**src/rtl/shift_pkg.sv**
```systemverilog
// -----------------------------------------------------------------------------
// shift_pkg
// Shared types for the universal shift register:
//   shift_op_e  - 3-bit operation codes presented on the op input
//   state_e     - controller states (IDLE / SHIFT)
//   is_shift_op - true for the ops that run through the multi-cycle SHIFT state
// -----------------------------------------------------------------------------
package shift_pkg;

  typedef enum logic [2:0] {
    OP_HOLD = 3'd0,
    OP_SHR  = 3'd1,
    OP_SHL  = 3'd2,
    OP_LOAD = 3'd3,
    OP_ROR  = 3'd4,
    OP_ROL  = 3'd5,
    OP_ASR  = 3'd6,
    OP_CLR  = 3'd7
  } shift_op_e;

  typedef enum logic {
    ST_IDLE  = 1'b0,
    ST_SHIFT = 1'b1
  } state_e;

  function automatic logic is_shift_op(input shift_op_e op);
    return (op == OP_SHR) || (op == OP_SHL) || (op == OP_ROR) ||
           (op == OP_ROL) || (op == OP_ASR);
  endfunction

endpackage

```
**src/rtl/shift_step.sv**
```systemverilog
// -----------------------------------------------------------------------------
// shift_step
// Purely combinational single-step shifter.
// Ports:
//   op       - operation (shift_op_e); non-shift ops pass q through
//   q        - current register value
//   fill     - bit entering at the vacated end for SHR/SHL
//   q_nxt    - value after one step
//   out_bit  - bit leaving the register on this step
// -----------------------------------------------------------------------------
module shift_step
  import shift_pkg::*;
#(
  parameter int WIDTH = 8
) (
  input  shift_op_e        op,
  input  logic [WIDTH-1:0] q,
  input  logic             fill,
  output logic [WIDTH-1:0] q_nxt,
  output logic             out_bit
);

  always_comb begin
    q_nxt   = q;
    out_bit = 1'b0;
    case (op)
      OP_SHR: begin
        q_nxt   = {fill, q[WIDTH-1:1]};
        out_bit = q[0];
      end
      OP_SHL: begin
        q_nxt   = {q[WIDTH-2:0], fill};
        out_bit = q[WIDTH-1];
      end
      OP_ROR: begin
        q_nxt   = {q[0], q[WIDTH-1:1]};
        out_bit = q[0];
      end
      OP_ROL: begin
        q_nxt   = {q[WIDTH-2:0], q[WIDTH-1]};
        out_bit = q[WIDTH-1];
      end
      OP_ASR: begin
        q_nxt   = {q[WIDTH-1], q[WIDTH-1:1]};
        out_bit = q[0];
      end
      default: begin
        q_nxt   = q;
        out_bit = 1'b0;
      end
    endcase
  end

endmodule

```
**src/rtl/universal_shift_reg.sv**
```systemverilog
// -----------------------------------------------------------------------------
// universal_shift_reg
// Multi-cycle universal shift register. HOLD/LOAD/CLR complete in one edge;
// shift/rotate ops step one bit per clock for amt cycles.
// Ports:
//   clk, rst_n  - clock, async active-low reset
//   op          - operation code (shift_pkg::shift_op_e), sampled on accepted start
//   start       - request strobe, accepted only while not busy
//   amt         - number of single-bit steps, sampled on accepted start
//   par_in      - parallel load data
//   serial_in   - SHR/SHL fill bit, sampled on every step
//   q           - register contents
//   serial_out  - last bit shifted/rotated out
//   busy        - high while stepping
//   done        - one-cycle completion pulse
//
// state    | meaning
// ---------+-----------------------------------------------------------
// ST_IDLE  | waiting for start; single-edge ops execute here
// ST_SHIFT | stepping op_r once per edge until cnt reaches zero
// -----------------------------------------------------------------------------
module universal_shift_reg
  import shift_pkg::*;
#(
  parameter  int WIDTH = 8,
  localparam int CNT_W = $clog2(WIDTH + 1)
) (
  input  logic             clk,
  input  logic             rst_n,
  input  logic [2:0]       op,
  input  logic             start,
  input  logic [CNT_W-1:0] amt,
  input  logic [WIDTH-1:0] par_in,
  input  logic             serial_in,
  output logic [WIDTH-1:0] q,
  output logic             serial_out,
  output logic             busy,
  output logic             done
);

  if (WIDTH < 2) begin : g_width_check
    $error("universal_shift_reg: WIDTH must be at least 2");
  end

  state_e           state, state_nxt;
  shift_op_e        op_r, op_r_nxt;
  logic [CNT_W-1:0] cnt, cnt_nxt;
  logic [WIDTH-1:0] q_r, q_nxt;
  logic             so_r, so_nxt;
  logic             done_r, done_nxt;

  logic [WIDTH-1:0] step_q;
  logic             step_out;
  shift_op_e        op_in;

  assign op_in = shift_op_e'(op);

  shift_step #(.WIDTH(WIDTH)) u_step (
    .op      (op_r),
    .q       (q_r),
    .fill    (serial_in),
    .q_nxt   (step_q),
    .out_bit (step_out)
  );

  always_comb begin
    state_nxt = state;
    op_r_nxt  = op_r;
    cnt_nxt   = cnt;
    q_nxt     = q_r;
    so_nxt    = so_r;
    done_nxt  = 1'b0;
    case (state)
      ST_IDLE: begin
        if (start) begin
          if (op_in == OP_LOAD) begin
            q_nxt    = par_in;
            done_nxt = 1'b1;
          end else if (op_in == OP_CLR) begin
            q_nxt    = '0;
            done_nxt = 1'b1;
          end else if (!is_shift_op(op_in) || amt == '0) begin
            // HOLD, or a shift of zero steps: nothing moves, just acknowledge
            done_nxt = 1'b1;
          end else begin
            op_r_nxt  = op_in;
            cnt_nxt   = amt;
            state_nxt = ST_SHIFT;
          end
        end
      end
      ST_SHIFT: begin
        q_nxt   = step_q;
        so_nxt  = step_out;
        cnt_nxt = cnt - CNT_W'(1);
        if (cnt == CNT_W'(1)) begin
          state_nxt = ST_IDLE;
          done_nxt  = 1'b1;
        end
      end
      default: state_nxt = ST_IDLE;
    endcase
  end

  always_ff @(posedge clk or negedge rst_n) begin
    if (!rst_n) begin
      state  <= ST_IDLE;
      op_r   <= OP_HOLD;
      cnt    <= '0;
      q_r    <= '0;
      so_r   <= 1'b0;
      done_r <= 1'b0;
    end else begin
      state  <= state_nxt;
      op_r   <= op_r_nxt;
      cnt    <= cnt_nxt;
      q_r    <= q_nxt;
      so_r   <= so_nxt;
      done_r <= done_nxt;
    end
  end

  assign q          = q_r;
  assign serial_out = so_r;
  assign busy       = (state == ST_SHIFT);
  assign done       = done_r;

endmodule

```
**config.mk**
```make
export PLATFORM = sky130hd
export DESIGN_NAME = universal_shift_reg
export DESIGN_NICKNAME = d
export VERILOG_FILES = /design/src/rtl/shift_pkg.sv /design/src/rtl/shift_step.sv /design/src/rtl/universal_shift_reg.sv
export SDC_FILE = /design/constraint.sdc
export NUM_CORES = 1
export LEC_CHECK = 0
export CAP_MARGIN = 20
export CORE_ASPECT_RATIO = 1.25
export CORE_UTILIZATION = 48
export DETAILED_ROUTE_END_ITERATION = 7
export PLACE_DENSITY = 0.79
export SYNTH_ARGS = -nofsm -noshare
export SYNTH_HDL_FRONTEND = slang
export SYNTH_SLANG_ARGS = --single-unit
```
**constraint.sdc**
```tcl
create_clock -name clk -period 1.9 [get_ports clk]
set_input_delay 0.38 -clock clk [delete_from_list [all_inputs] [get_ports clk]]
set_output_delay 0.38 -clock clk [all_outputs]
set_load 0.02 [all_outputs]
```
==> results.md <==
- Slew Viols, Final: 0
- CP Launch Type: flop
- R2R Setup Slk: 0.1 ns
- Setup slack after layout: 0.0965 ns
- Crit path capture: q[6]$_DFFE_PN0P_
- Syn Nets: 139
- IO Pins: 30
- WP data arrival: 1.99 ns
- Status: finished clean
- Final ANT Viol Nets: 0
- Final wirelength: 2990 um
- Total clock buffers created by CTS: 3
- WP buf/inv: 0
- Via count: 1099
- Residual DRC: 0
- Min Tclk post-route: 1.80 ns
- PD cells: 1620 nW/um^2
- Die area: 2620 um^2
- Die Y: 57.0 um
- Max-Cap Viols: 0
- Crit-path leading delay family: compound AO/OA/AOI/OAI gates
- Post-Synth Adder-Cell Area: 2.16%
- Largest family of logic cells by synthesized area: compound AO/OA/AOI/OAI gates
- Most frequent cells in the layout: clkdlybuf4s50_1, dfrtp_1, buf_4, nand2_1, a221o_1
- Pre-CTS setup slack: -0.146 ns
- Hold Path Class: primary input to asynchronous set/reset pin
- GPL Wtd Cong: 0.774
- R2r startpoint: op_r[1]$_DFFE_PN0P_
- Postcts setup bufs: 0
- Max Clk Rate: 554 MHz
- Levels on crit path: 4
- Total GRT Usage: 25.5%
- Final setup vio count: 0
- R2R cell count: 4
- Hold Vio Cnt, Final: 0
- CTS root buf: clkbuf_4
- Antenna cell count: 0
- CP Capture Type: flop
- Tcrit/Tclk final: 94.9%
- Leakage: 0.674 nW
- Gr ovfl total: 0
- Crit-path slowest cell: dfrtp_1
- Setup Skew: 0.00299 ns
- Sequential share of the synthesized area: 38.8%
- Synth Area in Compound Gates: 31.5%
- Yosys cell types: 37
- Iteration count of the initial detailed-routing pass: 4
- Unrepaired setup endpoints after global routing: false
- Clock tree buffer depth: 2
- Synth Instances: 118
- Synth Warn #: 0
- WL/cell: 15.8 um
- Final net count: 180
- Vias in the first global route: 1098
- Clock-pin slew on the worst setup and hold paths: 0.11 ns
- Reg-to-Reg End: q[6]$_DFFE_PN0P_
- Area Growth Syn to Fin: 37.2%
- CP startpoint: op_r[1]$_DFFE_PN0P_
- Rel. slew slack: 69.2%
- CTS tree: yes
- Tightest Pin Transition: 0.462 ns
- Commonest non-fill, non-tap cell in the layout: clkdlybuf4s50_1
- Simple logic cell fraction of the synthesized area: 18.1%
- Share of cells above drive strength 1: 17.1%
- Iter 0 DRT Violations: 24
- Horiz. Die Dim: 46.0 um
- Hold-fix buffers, CTS: 0
- Post-cts repair resize count: 1
- HPWL after DPL: 2180 um
- Yosys reg bits: 18
- Drt via density: 5.81
- Setup TNS: 0 ns
- Port Buffers: 29
- Core area: 2230 um^2
- Initial antenna violation count: 0
- Initial Util: 51.9%
- Clk_lat worst skew: 0.30 ns
- Max VDD drop: 0.921 mV
- Clock sink count: 18
- First-pass GRT wire length: 4940 um
- Slowest stage delay, CP: 0.53 ns
- CP Class: flop to flop
- Syn_area_per_cell: 9.83 um^2
- Mux cell area share after synthesis: 3.56%
- Largest net degree at the start of global routing: 19
- Worst endpoint required time: 2.09 ns
- Critical Path, Cell by Cell: or3_4 > a31oi_4 > nor2_1 > a221o_1
- CP Max Fanout: 14
- Cell Area, Synth: 1160 um^2
- Row count: 19
- H-tree levels: 1
- XOR/XNOR share of the synthesized area: 0.755%
-- sequential cells by signal, summed over array words and instances, names as in the netlist --
name        cells
busy            1
cnt             4
done            1
op_r            3
q               8
serial_out      1
-- Yosys cell counts, drive strengths merged --
master   count  area [um^2]
dfrtp       18          450
nand2       12         45.0
a221o       10          100
nor2         9         33.8
a21oi        7         35.0
a22o         7         61.3
buf          7         40.0
inv          5         18.8
nor2b        5         31.3
o21ai        5         25.0
nand2b       4         25.0
a31oi        3         33.8
mux2         3         41.3
a211oi       2         15.0
a21o         2         15.0
ha           2         25.0
nor3         2         15.0
o22ai        2         12.5
a2111oi      1         27.5
a221oi       1         8.76
a22oi        1         7.51
a32oi        1         8.76
and4b        1         10.0
nand3b       1         7.51
nor4         1         12.5
nor4bb       1         10.0
o21bai       1         7.51
o31ai        1         7.51
or3          1         11.3
or3b         1         8.76
xor2         1         8.76
-- cell families (layout without fill, tap and decap cells) --
group                      Yosys count  count (layout)
muxes                                3               3
and+or+nand+nor                     38              38
AOI/OAI and AO/OA                   44              44
xor gates and xnor gates             1               1
DFF                                 18              18
buffers and inverters               12              52
adders and majority gates            2               2
-- final cells by class --
cell class	instances	area, um^2
Clock buffer	4	36.3
Fill cell	190	643
Inverter	5	18.8
Multi-Input combinational cell	88	651
Sequential cell	18	452
Tap cell	31	38.8
Timing Repair Buffer	43	395
-- through the flow --
step / hold slack, ns / cells / power (mW) / cell area [um^2] / utilization (%)
after floorplan: 0.0844 / 118 / 1.83 / 1160 / -
after global placement: 0.490 / 185 / 2.26 / 1550 / 69.5
after detailed placement: 0.505 / 185 / 2.33 / 1550 / 69.5
after CTS: 0.403 / 189 / 2.59 / 1590 / 71.2
after global routing: 0.416 / 189 / 2.76 / 1590 / 71.2
final: 0.405 / 189 / 2.58 / 1590 / 71.2
-- how the worst min path moves through the flow --
stage	slack [ns]	end
5_1_grt	0.42	cnt[3]$_DFFE_PN0P_
6_report	0.41	q[0]$_DFFE_PN0P_
2_1_floorplan	0.08	busy$_DFF_PN0_
3_5_place_dp	0.50	serial_out$_DFFE_PN0P_
3_3_place_gp	0.49	serial_out$_DFFE_PN0P_
4_1_cts	0.40	q[0]$_DFFE_PN0P_
-- where the power goes --
group,switching (mW),internal [mW]
clock network,0.129,0.117
registers,0.232,0.571
logic,0.761,0.769
-- layer usage --
metal | GRT usage [%] | routed length (um) | vias up
met2 | 42.1 | 1560 | 36
met1 | 32.2 | 1240 | 531
met5 | 0 | 0 | -
li1 | - | - | 526
met4 | 11.3 | 60 | 0
met3 | 3.48 | 122 | 6
No activity file was read; power rests on OpenSTA's default activity.
